===== config.mk =====
export PLATFORM = sky130hd
export DESIGN_NAME = mux_scan_sequencer_flat
export DESIGN_NICKNAME = d
export VERILOG_FILES = /design/src/rtl/mux_scan_sequencer_pkg.sv /design/src/rtl/mux_scan_sequencer_if.sv /design/src/rtl/mux_scan_sequencer_dwell_counter.sv /design/src/rtl/mux_scan_sequencer.sv /design/src/flat_wrapper.sv
export SDC_FILE = /design/constraint.sdc
export NUM_CORES = 1
export LEC_CHECK = 0
export BUFFER_PORTS_ARGS = -buffer_cell sky130_fd_sc_hd__buf_2
export CORE_AREA = 2 2 50 52
export CTS_CLUSTER_DIAMETER = 50
export DETAILED_ROUTE_END_ITERATION = 8
export DIE_AREA = 0 0 52 54
export PLACE_DENSITY = 0.72
export SYNTH_ARGS = -nofsm -noshare
export SYNTH_HDL_FRONTEND = slang
export SYNTH_SLANG_ARGS = --single-unit
export TNS_END_PERCENT = 1

===== constraint.sdc =====
create_clock -name CLK -period 3.2 [get_ports CLK]
set_clock_uncertainty 0.15 [all_clocks]
set_input_delay 0.16 -clock CLK [delete_from_list [all_inputs] [get_ports CLK]]
set_output_delay 0.16 -clock CLK [all_outputs]
set_load 0.01 [all_outputs]

===== src/rtl/mux_scan_sequencer_pkg.sv =====
// Shared definitions for the mux_scan_sequencer block.
//   state_t     : sequencer states (IDLE, MANUAL, SCAN)
//   sel_width() : select-register width, clog2(n) with a floor of 1
//   params_ok() : legal-range check used at elaboration time
package mux_scan_pkg;

  localparam int N_MIN     = 2;
  localparam int N_MAX     = 16;
  localparam int W_MIN     = 1;
  localparam int W_MAX     = 32;
  localparam int DWELL_MIN = 1;
  localparam int DWELL_MAX = 256;

  typedef enum logic [1:0] {
    IDLE   = 2'd0,
    MANUAL = 2'd1,
    SCAN   = 2'd2
  } state_t;

  // A two-channel mux still needs one select bit, so clamp at 1.
  function automatic int sel_width(input int n);
    return (n <= 2) ? 1 : $clog2(n);
  endfunction

  function automatic bit params_ok(input int n, input int w, input int dwell);
    return (n >= N_MIN) && (n <= N_MAX) &&
           (w >= W_MIN) && (w <= W_MAX) &&
           (dwell >= DWELL_MIN) && (dwell <= DWELL_MAX);
  endfunction

endpackage


===== src/rtl/mux_scan_sequencer_if.sv =====
// Channel/select bus of the mux_scan_sequencer.
//   master : source side, drives I, S, LOAD, MODE and observes the results
//   slave  : sequencer side, drives O, SEL, O_valid, WRAP, S_err
// Signals:
//   I      N*W packed channel data, channel k at I[k*W +: W]
//   S      channel index for a manual load
//   LOAD   latch S into the select register (manual mode only)
//   MODE   0 = manual, 1 = scan
//   O      registered data of the selected channel
//   SEL    current select register
//   O_valid O holds a sampled channel value
//   WRAP   one-cycle pulse when the scan wraps from channel N-1 to 0
//   S_err  one-cycle pulse when a manual load presented S >= N
interface mux_scan_sequencer_if
  import mux_scan_pkg::*;
#(
  parameter int N = 4,
  parameter int W = 8
);

  localparam int SW = sel_width(N);

  logic [N*W-1:0] I;
  logic [SW-1:0]  S;
  logic           LOAD;
  logic           MODE;
  logic [W-1:0]   O;
  logic [SW-1:0]  SEL;
  logic           O_valid;
  logic           WRAP;
  logic           S_err;

  modport master (
    output I, S, LOAD, MODE,
    input  O, SEL, O_valid, WRAP, S_err
  );

  modport slave (
    input  I, S, LOAD, MODE,
    output O, SEL, O_valid, WRAP, S_err
  );

endinterface


===== src/rtl/mux_scan_sequencer_dwell_counter.sv =====
// Dwell counter for scan mode: counts 0..DWELL-1 while enabled and wraps.
// Ports:
//   CLK    clock, rising edge
//   RESET  synchronous active-high reset, clears the count
//   en     advance the count this cycle
//   clr    synchronous clear (held while the sequencer is not scanning)
//   tc     terminal count, high while the count equals DWELL-1
module dwell_counter #(
  parameter int DWELL = 4
) (
  input  logic CLK,
  input  logic RESET,
  input  logic en,
  input  logic clr,
  output logic tc
);

  localparam int CW = (DWELL > 1) ? $clog2(DWELL) : 1;

  logic [CW-1:0] count;

  // With DWELL=1 the count is pinned at 0, so tc is permanently high and the
  // scan advances every cycle.
  assign tc = (count == CW'(DWELL - 1));

  // NOTE: state registers use non-blocking assignments so every flop samples
  // pre-edge values, independent of the order blocks are evaluated in.
  always_ff @(posedge CLK) begin
    if (RESET || clr) begin
      count <= '0;
    end else if (en) begin
      count <= tc ? '0 : count + 1'b1;
    end
  end

endmodule


===== src/rtl/mux_scan_sequencer.sv =====
// Registered N-channel, W-bit selector with manual load and round-robin scan.
// Ports:
//   CLK    clock, rising edge
//   RESET  synchronous active-high reset (returns to IDLE, all outputs 0)
//   bus    mux_scan_sequencer_if.slave: I, S, LOAD, MODE in;
//          O, SEL, O_valid, WRAP, S_err out (all registered)
// Parameters: N channels (2..16), W bits per channel (1..32),
//             DWELL cycles per channel when scanning (1..256).
module mux_scan_sequencer
  import mux_scan_pkg::*;
#(
  parameter int N     = 4,
  parameter int W     = 8,
  parameter int DWELL = 4
) (
  input  logic                    CLK,
  input  logic                    RESET,
  mux_scan_sequencer_if.slave     bus
);

  localparam int SW = sel_width(N);

  if (!params_ok(N, W, DWELL)) begin : g_param_check
    $error("mux_scan_sequencer: parameter out of range (N=%0d W=%0d DWELL=%0d)",
           N, W, DWELL);
  end

  state_t        state;
  logic [W-1:0]  o_q;
  logic [SW-1:0] sel_q;
  logic          valid_q;
  logic          wrap_q;
  logic          err_q;

  logic          scanning;
  logic          tc;
  logic          sel_at_last;
  logic          bad_sel;
  logic [SW-1:0] sel_step;
  logic [W-1:0]  sel_data;

  assign scanning = (state == SCAN);

  // The counter is held at zero outside SCAN, so entering SCAN always starts
  // a fresh dwell on whatever channel SEL currently points at.
  dwell_counter #(
    .DWELL (DWELL)
  ) u_dwell (
    .CLK   (CLK),
    .RESET (RESET),
    .en    (scanning),
    .clr   (!scanning),
    .tc    (tc)
  );

  assign sel_at_last = (sel_q == SW'(N - 1));
  assign sel_step    = sel_at_last ? '0 : sel_q + 1'b1;

  // One extra bit so that S >= N is expressible when N is a power of two
  // (in which case the comparison is simply never true).
  assign bad_sel = ({1'b0, bus.S} >= (SW + 1)'(N));

  // Plain indexed mux over the packed channel bus. Comparing against each
  // legal index keeps the select from ever addressing past channel N-1.
  // NOTE: sel_data gets a default before the loop so no path leaves it
  // unassigned, which would otherwise infer a latch.
  always_comb begin
    sel_data = '0;
    for (int k = 0; k < N; k++) begin
      if (sel_q == SW'(k)) begin
        sel_data = bus.I[k*W +: W];
      end
    end
  end

  // Single FSM block; every decision is taken on the pre-edge state, so a
  // LOAD arriving together with MODE 0->1 is still honoured from MANUAL, and
  // a scan step due on the edge that leaves SCAN still happens.
  always_ff @(posedge CLK) begin
    if (RESET) begin
      state   <= IDLE;
      o_q     <= '0;
      sel_q   <= '0;
      valid_q <= 1'b0;
      wrap_q  <= 1'b0;
      err_q   <= 1'b0;
    end else begin
      wrap_q <= 1'b0;
      err_q  <= 1'b0;
      state  <= bus.MODE ? SCAN : MANUAL;

      if (state != IDLE) begin
        o_q     <= sel_data;
        valid_q <= 1'b1;
      end

      case (state)
        MANUAL: begin
          if (bus.LOAD) begin
            if (bad_sel) begin
              err_q <= 1'b1;
            end else begin
              sel_q <= bus.S;
            end
          end
        end
        SCAN: begin
          if (tc) begin
            sel_q  <= sel_step;
            wrap_q <= sel_at_last;
          end
        end
        default: begin
        end
      endcase
    end
  end

  assign bus.O       = o_q;
  assign bus.SEL     = sel_q;
  assign bus.O_valid = valid_q;
  assign bus.WRAP    = wrap_q;
  assign bus.S_err   = err_q;

endmodule


===== src/flat_wrapper.sv =====
// flat-port wrapper written by rule: the top's interface ports become plain ports
module mux_scan_sequencer_flat import mux_scan_pkg::*;
#(
  parameter int N     = 4,
  parameter int W     = 8,
  parameter int DWELL = 4
)
  (CLK, RESET, bus_I, bus_S, bus_LOAD, bus_MODE, bus_O, bus_SEL, bus_O_valid, bus_WRAP, bus_S_err);
  mux_scan_sequencer_if #(.N(N), .W(W)) bus_i ();
  input  logic CLK;
  input  logic RESET;
  input wire logic [$bits(bus_i.I)-1:0] bus_I;
  input wire logic [$bits(bus_i.S)-1:0] bus_S;
  input wire logic [$bits(bus_i.LOAD)-1:0] bus_LOAD;
  input wire logic [$bits(bus_i.MODE)-1:0] bus_MODE;
  output wire logic [$bits(bus_i.O)-1:0] bus_O;
  output wire logic [$bits(bus_i.SEL)-1:0] bus_SEL;
  output wire logic [$bits(bus_i.O_valid)-1:0] bus_O_valid;
  output wire logic [$bits(bus_i.WRAP)-1:0] bus_WRAP;
  output wire logic [$bits(bus_i.S_err)-1:0] bus_S_err;
  assign bus_i.I = bus_I;
  assign bus_i.S = bus_S;
  assign bus_i.LOAD = bus_LOAD;
  assign bus_i.MODE = bus_MODE;
  assign bus_O = bus_i.O;
  assign bus_SEL = bus_i.SEL;
  assign bus_O_valid = bus_i.O_valid;
  assign bus_WRAP = bus_i.WRAP;
  assign bus_S_err = bus_i.S_err;
  mux_scan_sequencer #(.N(N), .W(W), .DWELL(DWELL)) u_core (.CLK(CLK), .RESET(RESET), .bus(bus_i));
endmodule

After elaboration in Yosys (flattened, before gate mapping)
Cells that the tools add are included.

Bits in registers: 16. Bits of input ports: 38. Logic and storage cells: 35.

Add/subtract/negate cells: 2. Equality and inequality tests: 8. Mux-type cells: 10. Bitwise operators: 2. Reduce and logical (&&, ||, !) cells: 7.

Operator list (number): 8-bit two-way mux (4); 2-bit two-way mux (5); 2-bit == test (second input constant) (4); 2-bit by 1-bit adder with 2-bit output (second input constant) (2); 2-bit by 1-bit == test with 1-bit output (second input constant) (2); 2-bit inequality test (second input constant) (2); 2-bit case mux with 2 select lines (1); 2-bit nonzero test (2); 3-bit AND reduction (1); 3-bit OR reduction (1); 2-bit logical NOT (1); 1-bit NOT (2); 1-bit logical NOT (1); 1-bit logical OR (1).

Longest topological paths before layout
Depth after elaboration: 5. Mapped depth: 6. Depth with buffers taken out: 5.

Modules after synthesis
A second synthesis with hierarchy kept.

Cell total of the unflattened synthesis: 91. Area total of the unflattened synthesis: 905.9 µm².

Modules (own cells, without submodules): mux_scan_sequencer (times used 1, cells an instance 83, area an instance 810.8 µm²); dwell_counter (times used 1, cells an instance 8, area an instance 95.1 µm²).

Worst setup path after synthesis
Ideal clock, no wire load.

Kind: register to register. Start: register u_core.sel_q[0] (netlist: u_core.bus.SEL[0]). End: register u_core.o_q[0] (netlist: u_core.bus.O[0]). Library setup time: 0.086 ns. Arrival: 1.422 ns. Path slack: 1.543 ns. Stages on the path, launching flop included: 7. Path buffers: 1. Cell sequence: dfxtp_1 inv_1 ha_1 buf_4 nor2b_2 a222oi_1 a211oi_1.

Cells in the longest elaborated chain, start to end: 5. Elaborated cells on any way between the ends: 8. Classes of those cells: eq/ne: 3; mux: 4; reduce/logical: 1.

Ends and longest elaborated chain: from (decl) (line mux_scan_sequencer.sv:30) `logic [SW-1:0] sel_q;`; from (signal assigned) (line mux_scan_sequencer.sv:103) `sel_q <= bus.S;`; from (signal assigned) (line mux_scan_sequencer.sv:109) `sel_q <= sel_step;`; 2-bit logical NOT (line mux_scan_sequencer.sv:70) `if (sel_q == SW'(k)) begin`; 8-bit two-way mux (3 in a row) (line mux_scan_sequencer.sv:70); 8-bit two-way mux * (line mux_scan_sequencer.sv:70); to (signal assigned) (line mux_scan_sequencer.sv:93) `o_q <= sel_data;`; to (decl) (line mux_scan_sequencer.sv:29) `logic [W-1:0] o_q;`.

Mark *: on every way between the ends. The rest lies on a longest branch, timed or not. A chain may end at the register's enable or synchronous reset.

Worst setup path after layout
Ends and elaborated chain as after synthesis.

==> impl_metrics.csv <==
group,metric,value,unit
global_routing,antenna_found_initial,0,
logic_synthesis,ys_warn_count,0,
sta,rsz0062_at_grt,"no",
outcome,status,"finished, final reports clean",
placed_design,hpwlAfterDp,1.73,mm
setup_path,critPathArrivalTime,1990,ps
sta,hold_viol_final,0,
detailed_routing,drc,0,
min_path,hp-start,"RESET",
setup_path,cp_max_fo,11,
logic_synthesis,synth_enable_flop_cells,0,
cells_and_area,final_cell_mix,"49 x buf_2, 16 x dfxtp_1, 8 x a211oi_1",
logic_synthesis,ys_seq_area_frac,0.371,
logic_synthesis,async_flop_share,0,
sta,period_share,0.606,
clock_tree,clkLatencyLatePin,290,ps
clock_tree,ctsRootBufferMaster,"clkbuf_4",
cells_and_area,fill_cells,219,
setup_path,crit_family,"flip-flops",
detailed_routing,dr.pass1.iters,5,
power_and_ir_drop,power_density,375,mW/mm^2
setup_path,r2r_slack,1260,ps
sta,fin_setup_tns,0,ps
logic_synthesis,ys.flop_type,"dfxtp_1",
clock_tree,clk_pin_slew,90,ps
setup_path,cp_cell_sequence,"inv_1, ha_1, nor3b_2, a222oi_1, a211oi_1",
setup_path,worst_setup_path_start_kind,"flop",
min_path,hold-path-cell-count,2,
power_and_ir_drop,p_leak,0.558,nW
placed_design,dpl.cell_count,159,
floorplanning,dieArea,0.00281,mm^2
clock_tree,cts_tree,"yes",
clock_tree,h-tree-depth,1,
detailed_routing,viasPerCell,5.42,
global_routing,grt_pass1_vias,819,
cells_and_area,final_common_cell,"buf_2",
detailed_routing,vias,883,
global_routing,track_usage,0.168,
floorplanning,io_pins,51,
placed_design,numPortBuffers,49,
setup_path,r2r_start,"u_core.bus.SEL[0]$_SDFFE_PP0P_",
logic_synthesis,syn_area_per_cell,10.2,um^2
setup_path,path_class,"reg2reg",
detailed_routing,first_iter_violations,37,
logic_synthesis,synthesis.area,863,um^2
logic_synthesis,netlist_instances,85,
global_routing,overflow,0,
sta,min_period,1940,ps
min_path,hold_end,"u_core.state[0]$_SDFF_PP0_",
clock_tree,numCtsBuffers,3,
setup_path,end_kind,"flop",
logic_synthesis,synth-xor-area-share,0,
logic_synthesis,synth-simple-area-share,0.203,
cells_and_area,multi_input_area,497,um^2
detailed_routing,final_antenna_net_count,0,
logic_synthesis,syn_nets,128,
sta,holdWs,76.2,ps
floorplanning,chipHeight,54,um
sta,drv_slew,0,
placed_design,place.gp.congestion,0.864,
detailed_routing,wire_per_inst,13.9,um
cells_and_area,final_cells,163,
logic_synthesis,synth_compound_area_frac,0.214,
sta,fmax,0.516,GHz
power_and_ir_drop,ir_drop,189,uV
setup_path,critPathLaunch,"u_core.bus.SEL[0]$_SDFFE_PP0P_",
logic_synthesis,synthAdderAreaFrac,0.0725,
cells_and_area,nNetsFinal,178,
cells_and_area,antennaDiodeCount,0,
floorplanning,fp-row-count,18,
floorplanning,initial_core_util,0.372,
setup_path,cp_slowest_stage_delay,420,ps
setup_path,cp_slowest_cell,"dfxtp_1",
floorplanning,die_x,52,um
sta,setup_viol,0,
global_routing,grt_max_degree,16,
setup_path,required,3250,ps
min_path,hold_path_class,"in2reg",
global_routing,grt_pass1_wl,3.46,mm
cells_and_area,regArea,320,um^2
setup_path,crit_buf_inv,1,
cells_and_area,area_growth,32.5,%
clock_tree,ctsResizeCount,0,
setup_path,r2r_end,"u_core.bus.O[0]$_SDFFE_PP0P_",
logic_synthesis,synth.distinct_cells,29,
cells_and_area,layout-drive-gt1-share,0.414,
floorplanning,design.core.area,0.00232,mm^2
logic_synthesis,synth_top_family_by_area,"compound AO/OA/AOI/OAI gates",
run,maxCapViolCount,0,
clock_tree,clock_sinks,16,
logic_synthesis,synth_mux_area_frac,0.0812,
clock_tree,clockBufferDepth,2,
detailed_routing,wirelength,2.27,mm
logic_synthesis,ys_seq_elements,16,
setup_path,reg2reg_depth,5,
==> synth_stat cells, drive strengths merged, types with 3 or more instances <==
cell     n  area [um^2]
nand2b   6         37.5
a222oi   7         70.1
ha       5         62.6
buf      3         26.3
dfxtp   16          320
mux2i    7         70.1
nor2     5         26.3
a211oi   8         60.1
nand3b   3         22.5
inv      3         11.3
==> worst reg2reg max path: cells and delay by family, from the launching register on <==
family	cells	cell delay [ps]
buffers and inverters	1	110
DFF	1	420
adders and majority gates	1	350
and+or+nand+nor	1	420
AOI/OAI and AO/OA	2	410
==> how the worst max path moves through the flow <==
stage,to,cells past startpoint
3_5_place_dp,u_core.bus.O[0]$_SDFFE_PP0P_,5
2_1_floorplan,u_core.bus.O[0]$_SDFFE_PP0P_,6
5_1_grt,u_core.bus.O[0]$_SDFFE_PP0P_,5
4_1_cts,u_core.bus.O[0]$_SDFFE_PP0P_,5
3_3_place_gp,u_core.bus.O[4]$_SDFFE_PP0P_,5
6_report,u_core.bus.O[0]$_SDFFE_PP0P_,5
==> layer usage <==
metal | share of wire | wire [um] | global-route usage | up-vias
met5 | 0 | 0 | 0 | -
met2 | 0.53 | 1190 | 0.300 | 33
met4 | 0.013 | 29 | 0.0965 | 0
met1 | 0.41 | 933 | 0.192 | 417
met3 | 0.051 | 115 | 0.0222 | 4
li1 | - | - | - | 429
==> where the power goes <==
group          switching (mW)  leakage, nW  total (mW)  internal (mW)
Sequential             0.0101        0.132       0.223          0.213
Combinational          0.0489        0.412       0.101         0.0520
Clock                  0.0611       0.0138       0.105         0.0437
Total                   0.120        0.558       0.429          0.309
==> cell families (layout without fill, tap and decap cells) <==
group	Yosys count	after routing
compound gates	22	22
fa+ha+maj	5	5
buf+inv	8	56
flops	16	16
mux	7	7
other cells	1	1
simple gates	26	26
==> repair_timing <==
| item | 4_1_cts | 5_1_grt |
|---|---|---|
| hold endpoints to repair | 2 | 0 |
| hold buffers | 1 | 0 |
| setup buffers | 0 | 0 |
| endpoints found under the setup margin | 0 | 0 |
==> per-stage QoR <==
| stage | utilization | worst slack, ps | power, mW | instance area [um^2] |
|---|---|---|---|---|
| 3_3_place_gp | 0.479 | 1410 | 0.324 | 1110 |
| 3_5_place_dp | 0.479 | 1260 | 0.327 | 1110 |
| 5_1_grt | 0.493 | 1120 | 0.449 | 1140 |
| 4_1_cts | 0.493 | 1240 | 0.430 | 1140 |
| 2_1_floorplan | - | 1540 | 0.284 | 863 |
| 6_report | 0.493 | 1260 | 0.429 | 1140 |
==> state kept, by name, indices dropped and copies added, names as in the netlist <==
name                  flops
u_core.bus.O              8
u_core.bus.SEL            2
u_core.state              2
u_core.u_dwell.count      2
u_core.bus.O_valid        1
u_core.bus.WRAP           1
==> final cells by class <==
cell class / count / share of cell area
Multi-Input combinational cell: 61 / 0.434
Sequential cell: 16 / 0.280
Timing Repair Buffer: 50 / 0.223
Tap cell: 30 / 0.0328
Clock buffer: 3 / 0.0197
Inverter: 3 / 0.00985
Power figures use the tool's default switching activity.
